`src/rtl/rect_pkg.sv`:
```
// Shared definitions for the rectangle rasterizer: screen defaults, colours,
// the request record and the scan FSM encoding.
package rect_pkg;

  localparam int DEF_SCREEN_W  = 160;
  localparam int DEF_SCREEN_H  = 120;
  localparam int RECT_COLOUR_W = 3;

  localparam logic [RECT_COLOUR_W-1:0] BLACK = 3'b000;
  localparam logic [RECT_COLOUR_W-1:0] GREEN = 3'b010;
  localparam logic [RECT_COLOUR_W-1:0] RED   = 3'b100;
  localparam logic [RECT_COLOUR_W-1:0] WHITE = 3'b111;

  typedef struct packed {
    logic [7:0]               x;
    logic [7:0]               y;
    logic [7:0]               w;
    logic [7:0]               h;
    logic [RECT_COLOUR_W-1:0] colour;
  } rect_req_t;

  typedef enum logic {
    ST_IDLE = 1'b0,
    ST_DRAW = 1'b1
  } rect_state_t;

  // A rectangle with no width or no height covers no pixels.
  function automatic logic rect_is_empty(input logic [7:0] w, input logic [7:0] h);
    return (w == 8'd0) || (h == 8'd0);
  endfunction

endpackage

```
`src/rtl/rect_req_fifo.sv`:
```
// Synchronous request FIFO with count-based full/empty; head entry is always
// visible on o_data while o_empty is low.
module rect_req_fifo #(
  parameter int DEPTH = 4,
  parameter int DW    = 35
) (
  input  logic          clock,
  input  logic          resetn,
  input  logic          i_push,
  input  logic [DW-1:0] i_data,
  input  logic          i_pop,
  output logic [DW-1:0] o_data,
  output logic          o_full,
  output logic          o_empty
);

  localparam int AW = $clog2(DEPTH);

  logic [DW-1:0] r_mem [DEPTH];
  logic [AW-1:0] r_wr_ptr;
  logic [AW-1:0] r_rd_ptr;
  logic [AW:0]   r_count;

  assign o_data  = r_mem[r_rd_ptr];
  assign o_full  = (r_count == (AW+1)'(DEPTH));
  assign o_empty = (r_count == '0);

  // Storage array; contents need no reset because the count gates reads.
  always_ff @(posedge clock) begin
    if (i_push) begin
      r_mem[r_wr_ptr] <= i_data;
    end
  end

  // Pointers and occupancy.
  always_ff @(posedge clock or negedge resetn) begin
    if (!resetn) begin
      r_wr_ptr <= '0;
      r_rd_ptr <= '0;
      r_count  <= '0;
    end else begin
      if (i_push) begin
        r_wr_ptr <= r_wr_ptr + AW'(1);
      end
      if (i_pop) begin
        r_rd_ptr <= r_rd_ptr + AW'(1);
      end
      case ({i_push, i_pop})
        2'b10:   r_count <= r_count + (AW+1)'(1);
        2'b01:   r_count <= r_count - (AW+1)'(1);
        default: r_count <= r_count;
      endcase
    end
  end

endmodule

```
`src/rtl/rect_rasterizer.sv`:
```
// Queued solid-rectangle pixel generator feeding vga_adapter, one pixel per clock.
// Optional macro RECT_CLIP_EN suppresses pix_plot for pixels outside the screen.
module rect_rasterizer
  import rect_pkg::*;
#(
  parameter int SCREEN_W   = DEF_SCREEN_W,
  parameter int SCREEN_H   = DEF_SCREEN_H,
  parameter int COLOUR_W   = RECT_COLOUR_W,
  parameter int FIFO_DEPTH = 4
) (
  input  logic                clock,
  input  logic                resetn,
  input  logic                req_valid,
  output logic                req_ready,
  input  logic [7:0]          req_x,
  input  logic [7:0]          req_y,
  input  logic [7:0]          req_w,
  input  logic [7:0]          req_h,
  input  logic [COLOUR_W-1:0] req_colour,
  output logic [7:0]          pix_x,
  output logic [7:0]          pix_y,
  output logic [COLOUR_W-1:0] pix_colour,
  output logic                pix_plot,
  output logic                busy,
  output logic                done
);

  localparam int DW = 32 + COLOUR_W;

  if ((SCREEN_W > 256) || (SCREEN_H > 256) || (FIFO_DEPTH < 2) ||
      ((FIFO_DEPTH & (FIFO_DEPTH - 1)) != 0)) begin : g_param_check
    $error("rect_rasterizer: unsupported parameter values");
  end

  logic                w_push, w_pop, w_full, w_empty, w_load, w_last, w_row_end;
  logic [DW-1:0]       w_head;
  logic [7:0]          w_hx, w_hy, w_hw, w_hh;
  logic [COLOUR_W-1:0] w_hcol;

  rect_state_t         r_state, w_state_next;
  logic [7:0]          r_x0, r_y0, r_w, r_h, r_cx, r_cy;
  logic [7:0]          w_x0_next, w_y0_next, w_w_next, w_h_next, w_cx_next, w_cy_next;
  logic [COLOUR_W-1:0] r_col, w_col_next;
  logic                r_done_empty, w_done_empty_next;

  assign req_ready = !w_full;
  assign w_push    = req_valid && req_ready;
  assign {w_hx, w_hy, w_hw, w_hh, w_hcol} = w_head;

  rect_req_fifo #(
    .DEPTH (FIFO_DEPTH),
    .DW    (DW)
  ) u_fifo (
    .clock   (clock),
    .resetn  (resetn),
    .i_push  (w_push),
    .i_data  ({req_x, req_y, req_w, req_h, req_colour}),
    .i_pop   (w_pop),
    .o_data  (w_head),
    .o_full  (w_full),
    .o_empty (w_empty)
  );

  assign w_row_end = (r_cx == r_w - 8'd1);
  assign w_last    = (r_state == ST_DRAW) && w_row_end && (r_cy == r_h - 8'd1);
  // A new request is taken whenever idle, or on the last pixel so rectangles chain without a bubble.
  assign w_load    = !w_empty && ((r_state == ST_IDLE) || w_last);
  assign w_pop     = w_load;

  // Next-state and counter logic for the scan FSM.
  always_comb begin
    w_state_next      = r_state;
    w_x0_next         = r_x0;
    w_y0_next         = r_y0;
    w_w_next          = r_w;
    w_h_next          = r_h;
    w_col_next        = r_col;
    w_cx_next         = r_cx;
    w_cy_next         = r_cy;
    w_done_empty_next = 1'b0;
    if (w_load) begin
      w_x0_next  = w_hx;
      w_y0_next  = w_hy;
      w_w_next   = w_hw;
      w_h_next   = w_hh;
      w_col_next = w_hcol;
      w_cx_next  = 8'd0;
      w_cy_next  = 8'd0;
      if (rect_is_empty(w_hw, w_hh)) begin
        w_state_next      = ST_IDLE;
        w_done_empty_next = 1'b1;
      end else begin
        w_state_next = ST_DRAW;
      end
    end else begin
      case (r_state)
        ST_IDLE: begin
          w_state_next = ST_IDLE;
        end
        ST_DRAW: begin
          if (w_last) begin
            w_state_next = ST_IDLE;
            w_cx_next    = 8'd0;
            w_cy_next    = 8'd0;
          end else if (w_row_end) begin
            w_cx_next = 8'd0;
            w_cy_next = r_cy + 8'd1;
          end else begin
            w_cx_next = r_cx + 8'd1;
          end
        end
        default: begin
          w_state_next = ST_IDLE;
          w_cx_next    = 8'd0;
          w_cy_next    = 8'd0;
        end
      endcase
    end
  end

  // Scan state and working registers.
  always_ff @(posedge clock or negedge resetn) begin
    if (!resetn) begin
      r_state      <= ST_IDLE;
      r_x0         <= 8'd0;
      r_y0         <= 8'd0;
      r_w          <= 8'd0;
      r_h          <= 8'd0;
      r_col        <= '0;
      r_cx         <= 8'd0;
      r_cy         <= 8'd0;
      r_done_empty <= 1'b0;
    end else begin
      r_state      <= w_state_next;
      r_x0         <= w_x0_next;
      r_y0         <= w_y0_next;
      r_w          <= w_w_next;
      r_h          <= w_h_next;
      r_col        <= w_col_next;
      r_cx         <= w_cx_next;
      r_cy         <= w_cy_next;
      r_done_empty <= w_done_empty_next;
    end
  end

  assign pix_colour = r_col;
  assign done       = r_done_empty || w_last;
  assign busy       = (r_state == ST_DRAW) || !w_empty;

`ifdef RECT_CLIP_EN
  logic [8:0] w_sum_x, w_sum_y;
  assign w_sum_x  = {1'b0, r_x0} + {1'b0, r_cx};
  assign w_sum_y  = {1'b0, r_y0} + {1'b0, r_cy};
  assign pix_x    = w_sum_x[7:0];
  assign pix_y    = w_sum_y[7:0];
  // Off-screen pixels still take their cycle; only the strobe is suppressed.
  assign pix_plot = (r_state == ST_DRAW) && (w_sum_x < 9'(SCREEN_W)) && (w_sum_y < 9'(SCREEN_H));
`else
  assign pix_x    = r_x0 + r_cx;
  assign pix_y    = r_y0 + r_cy;
  assign pix_plot = (r_state == ST_DRAW);
`endif

endmodule
```
`config.mk`:
```
export PLATFORM = sky130hd
export DESIGN_NAME = rect_rasterizer
export DESIGN_NICKNAME = d
export VERILOG_FILES = /design/src/rtl/rect_pkg.sv /design/src/rtl/rect_req_fifo.sv /design/src/rtl/rect_rasterizer.sv
export SDC_FILE = /design/constraint.sdc
export NUM_CORES = 1
export LEC_CHECK = 0
export BUFFER_PORTS_ARGS = -buffer_cell sky130_fd_sc_hd__buf_2
export CAP_MARGIN = 40
export CORE_MARGIN = 2
export CORE_UTILIZATION = 60
export DETAILED_ROUTE_END_ITERATION = 6
export PLACE_DENSITY = 0.85
export SLEW_MARGIN = 10
export SYNTH_ARGS = -nofsm -noshare
export SYNTH_HDL_FRONTEND = slang
export SYNTH_SLANG_ARGS = --single-unit
export TNS_END_PERCENT = 5
```
`constraint.sdc`:
```
create_clock -name clock -period 4 [get_ports clock]
set_input_delay 0.8 -clock clock [delete_from_list [all_inputs] [get_ports clock]]
set_output_delay 0.8 -clock clock [all_outputs]
set_load 0.1 [all_outputs]
```
Yosys cells after proc, flatten, opt, wreduce, memory -nomap -nowiden. Memories as Yosys holds them, arrays and structs flattened. Index checks and enable logic that the tools add are counted.

Register bits after elaboration: 60. Bits in latches: 0. RAM bits: 140. Bits in read-only memories: 0. Input port bits: 38. Output and inout bits: 23. Word-level logic and storage cells: 63. Memories kept: 1.

Memories: u_fifo.r_mem (words 4, width 35, rd ports 1, clocked after memory_dff 0, write ports 1, line rect_req_fifo.sv:19) `logic [DW-1:0] r_mem [DEPTH];`.

Add/sub/neg operators: 10. Multiply operators: 0. Divide/modulo/power cells: 0. Magnitude comparators: 0. Eq/ne operators: 5. Shift operators: 0. Muxes and demuxes: 17. Bitwise gates (word level): 1. Reduce and logical (&&, ||, !) cells: 17.

Operator list (number): 8-bit 2-to-1 mux (8); 8-bit by 1-bit adder with 8-bit output, second input constant (2); 8-bit adder (2); 8-bit equality test (2); 8-bit logical NOT (2); 8-bit by 1-bit subtractor with 8-bit output, second input constant (2); 1-bit 2-to-1 mux (7); 3-bit one-hot mux with 2 select lines (1); 2-bit by 1-bit adder with 2-bit output, second input constant (2); 1-bit logical AND (4); 1-bit logical OR (4); 2-bit nonzero test (2); 3-bit by 1-bit adder with 3-bit output, second input constant (1); 3-bit equality test, second input constant (1); 3-bit logical NOT (1); 3-bit nonzero test (1); 3-bit by 1-bit subtractor with 3-bit output, second input constant (1); 2-bit by 1-bit equality test with 1-bit output, second input constant (1); 2-bit equality test, second input constant (1); 1-bit logical NOT (2); 1-bit one-hot mux with 2 select lines (1); 2-bit AND reduction (1); 1-bit inverter (1).

Longest topological paths before layout.
Depth after elaboration: 8. Mapped depth: 18. Gate-level depth less buffers: 15.

Hierarchy. A second synthesis with hierarchy kept.

Cells, all modules: 671. Area, all modules: 9711.8 um2.

Modules (own cells, without submodules): rect_req_fifo (instances 1, cells an instance 220, area an instance 5504.0 um2, seq. area each 4379.2 um2); rect_rasterizer (instances 1, cells an instance 451, area an instance 4207.8 um2, seq. area each 1326.3 um2).

Least setup slack after synthesis. OpenSTA, ideal clock, no wires.

Path type: register to output. From: register r_cx[0]. To: output port pix_x[6]. Arrival time: 3.055 ns. Required time: 3.200 ns. Setup slack: 0.145 ns. Cell stages (with the launch flop): 10. Path buffers: 0. Cell sequence: dfrtp_1 ha_1 inv_1 fa_1 inv_1 a21oi_1 o21bai_1 a21o_1 a21oi_1 xnor2_1.

Cells in the longest elaborated chain, start to end: 1.

RTL lines: start: declaration (line rect_rasterizer.sv:41) `logic [7:0] r_x0, r_y0, r_w, r_h, r_cx, r_cy;`; start signal: assignment (line rect_rasterizer.sv:140) `r_cx <= w_cx_next;`; 8-bit adder (line rect_rasterizer.sv:159) `assign pix_x = r_x0 + r_cx;`; end: declaration (line rect_rasterizer.sv:20) `output logic [7:0] pix_x,`.

No other way between the ends.

Final worst setup path.
From: register r_h[0]. To: output port done.

Cells in the longest elaborated chain, start to end: 4.

RTL lines: start: declaration (line rect_rasterizer.sv:41); start signal: assignment (line rect_rasterizer.sv:138) `r_h <= w_h_next;`; 8-bit by 1-bit subtractor with 8-bit output (line rect_rasterizer.sv:65) `assign w_last = (r_state == ST_DRAW) && w_row_end && (r_cy == r_h - 8'd1);`; 8-bit equality test (line rect_rasterizer.sv:65); 1-bit logical AND (line rect_rasterizer.sv:65); 1-bit logical OR (line rect_rasterizer.sv:147) `assign done = r_done_empty || w_last;`; end: declaration (line rect_rasterizer.sv:25) `output logic done`.

No other way between the ends.

==> impl_metrics.yaml <==
detailed_routing:
  drtIter0Drc: 364
  vias_per_cell: 6.23
  ant_nets: 0
  wirelength_um: 17600
  drc_errors: 0
  wl_per_cell_um: 22.0
  dr.pass1.iters: 5
  vias: 4997
setup_path:
  critPathKind: "reg2out"
  cp-start-kind: "flop"
  worstPathMaxFanout: 8
  r2r-end: "u_fifo.r_count[2]$_DFFE_PN0P_"
  timing.rr.start: "r_h[0]$_DFFE_PN0N_"
  path_cells: "inv_1, ha_1, xor2_1, o21ai_0, a21oi_1, or4_1, nand4bb_4, nand2b_1, buf_2"
  crit_path_end_kind: "output pin"
  cp_num_buf_inv: 2
  worstPathArrival_ns: 2.98
  max_stage_delay_ns: 0.55
  worstPathRequired_ns: 3.20
  reg2reg_depth: 15
  cp_slowest_cell: "or4_1"
  cp_top_family: "simple AND/OR/NAND/NOR gates"
  r2r_slack_ns: 0.50
flow_run:
  maxCapViolations: 0
layout:
  design_area_sq_um: 9990
  layout_common_cells: "edfxtp_1, buf_2, dfrtp_1, mux4_2"
  final_common_cell: "edfxtp_1"
  antenna_cells: 0
  stdcell_count: 802
  final_nets: 669
  areaGrowthSynthToFinish_pct: 13.2
  drive_above_1_share_pct: 29.6
yosys:
  ys_ff_latch: 200
  syn_area_per_cell_sq_um: 16.5
  yosysTopAreaCell: "edfxtp_1"
  async_reset_ff_share_pct: 30.0
  synth.area.top_cells: "edfxtp_1, dfrtp_1, mux4_2, ha_1, mux2_4"
  synth_area_sq_um: 8820
  synth_cell_types: 50
  synth_top_area_share_pct: 47.6
  synthesis.nets: 598
  synth_edf_count: 140
  syn_inst: 534
  synth_seq_area_share_pct: 64.7
  synth_warnings: 0
  synth_flop_cell: "edfxtp_1"
clocking:
  cts_root_buf: "clkbuf_16"
  clkTransAtPathRegs_ns: 0.07
  cts_inserted_buffers: 17
  cts_tree: "built"
  htree_levels: 4
  clock_sinks: 200
  clk_path_buf_depth: 2
  post_cts_resize_count: 0
  cts_hold_repair.buffers: 0
  cts_setup_buffers: 0
  clock_latency_ns: 0.43
timing:
  setup_tns_ns: 0
  hold_viol_final: 0
  slew_headroom_pct: 56.4
  tightest_slew_ns: 0.649
  min_period_over_period_pct: 94.5
  drv_slew: 0
  fmax_mhz: 264
  fin_crit_ns: 3.78
  rsz0062_at_grt: "no"
  fin_hold_ws_ns: 0.347
  final.setup_skew_ns: 0.00797
  setup_viol: 0
pwr:
  total_power_mw: 7.77
  leakage_nw: 3.97
  power_density_nw_per_um2: 778
  max-vdd-ir-drop_v: 0.000945
placement:
  place_area_sq_um: 9380
  io_buffers: 60
  place_congestion: 0.800
  dp_hpwl_um: 10900
  place_inst: 770
grt:
  grt_pass1_vias: 5267
  grt_max_degree: 39
  antenna_found_initial: 0
  grt_remaining_overflow: 0
  grt_pass1_wl_um: 28500
  track_usage_pct: 23.8
hold_path:
  holdCritPathClass: "in2async"
floorplan:
  die_w_um: 125
  die_y_um: 125
  core_area_sq_um: 14400
  rows: 44
  pin_count: 61
  dieArea_sq_um: 15700
  initial_core_util_pct: 61.2
run_status:
  status: "finished, final reports clean"
## cell usage after synthesis, types with 3 or more instances
cell,number
a211o_1,5
a21o_1,6
a21oi_1,19
a22o_1,6
a31oi_1,4
and3_1,9
buf_2,5
buf_6,3
clkbuf_1,11
dfrtp_1,60
edfxtp_1,140
fa_1,3
ha_1,23
inv_1,25
mux2_2,20
mux2_4,17
mux4_2,35
nand2_1,18
nand2b_1,4
nand3_1,6
nand4_1,3
nor2_1,10
nor2b_1,4
nor3_1,6
nor4_1,8
nor4b_1,4
o21ai_0,6
o21bai_1,7
xnor2_1,25
xor2_1,17
## sequential cells by signal, indices dropped and copies added (netlist names)
| register | cells |
|---|---|
| pix_colour | 3 |
| pix_plot | 1 |
| r_cx | 8 |
| r_cy | 8 |
| r_done_empty | 1 |
| r_h | 8 |
| r_w | 8 |
| r_x0 | 8 |
| r_y0 | 8 |
| u_fifo.r_count | 3 |
| u_fifo.r_mem | 140 |
| u_fifo.r_rd_ptr | 2 |
| u_fifo.r_wr_ptr | 2 |
## worst max path at each step
| stage | start | to | slack, ns | depth (start not counted) |
|---|---|---|---|---|
| 2_1_floorplan | r_cx[0]$_DFFE_PN0P_ | pix_x[6] | 0.15 | 9 |
| 6_report | r_h[0]$_DFFE_PN0N_ | done | 0.22 | 9 |
| 3_3_place_gp | r_h[0]$_DFFE_PN0N_ | u_fifo.r_count[2]$_DFFE_PN0P_ | 0.74 | 15 |
| 5_1_grt | r_h[0]$_DFFE_PN0N_ | done | 0.03 | 9 |
| 4_1_cts | r_h[0]$_DFFE_PN0N_ | done | 0.22 | 9 |
| 3_5_place_dp | r_h[0]$_DFFE_PN0N_ | u_fifo.r_count[2]$_DFFE_PN0P_ | 0.57 | 15 |
## report_power, final
part	switching [mW]	total, mW	internal [mW]	leakage [nW]
registers	0.321	3.02	2.70	2.03
logic	2.04	3.01	0.969	1.64
clock network	0.795	1.75	0.951	0.300
## logic make-up (layout without fill, tap and decap cells)
family	count (synthesis)	after routing	share of synthesized area, %
simple gates	84	84	5.60
mux	73	73	14.5
fa+ha+maj	26	26	3.94
flops	200	200	64.7
compound gates	64	64	4.89
buf+inv	45	129	2.24
xor+xnor	42	42	4.17
## metal layers
layer	track usage [%]	wire, um	vias up
li1	-	-	2200
met1	30.5	7150	2573
met2	40.7	9240	180
met3	4.45	757	44
met4	9.22	487	0
met5	0	0	-
## per-stage QoR
step | util, % | setup slack, ns
6_report | 69.2 | 0.218
3_3_place_gp | 64.8 | 0.744
5_1_grt | 69.2 | 0.0264
4_1_cts | 69.2 | 0.216
2_1_floorplan | - | 0.145
3_5_place_dp | 65.0 | 0.566
## layout make-up
| cell class | instances | area [sq um] |
|---|---|---|
| flip-flops and latches | 200 | 5710 |
| inverters | 25 | 93.8 |
| multi-input cells | 289 | 2920 |
| repair buffers | 72 | 423 |
| fillers | 905 | 4440 |
| clock buffers | 17 | 425 |
| clock inverters | 15 | 188 |
| well taps | 184 | 230 |
No activity file was read; power rests on OpenSTA's default activity.
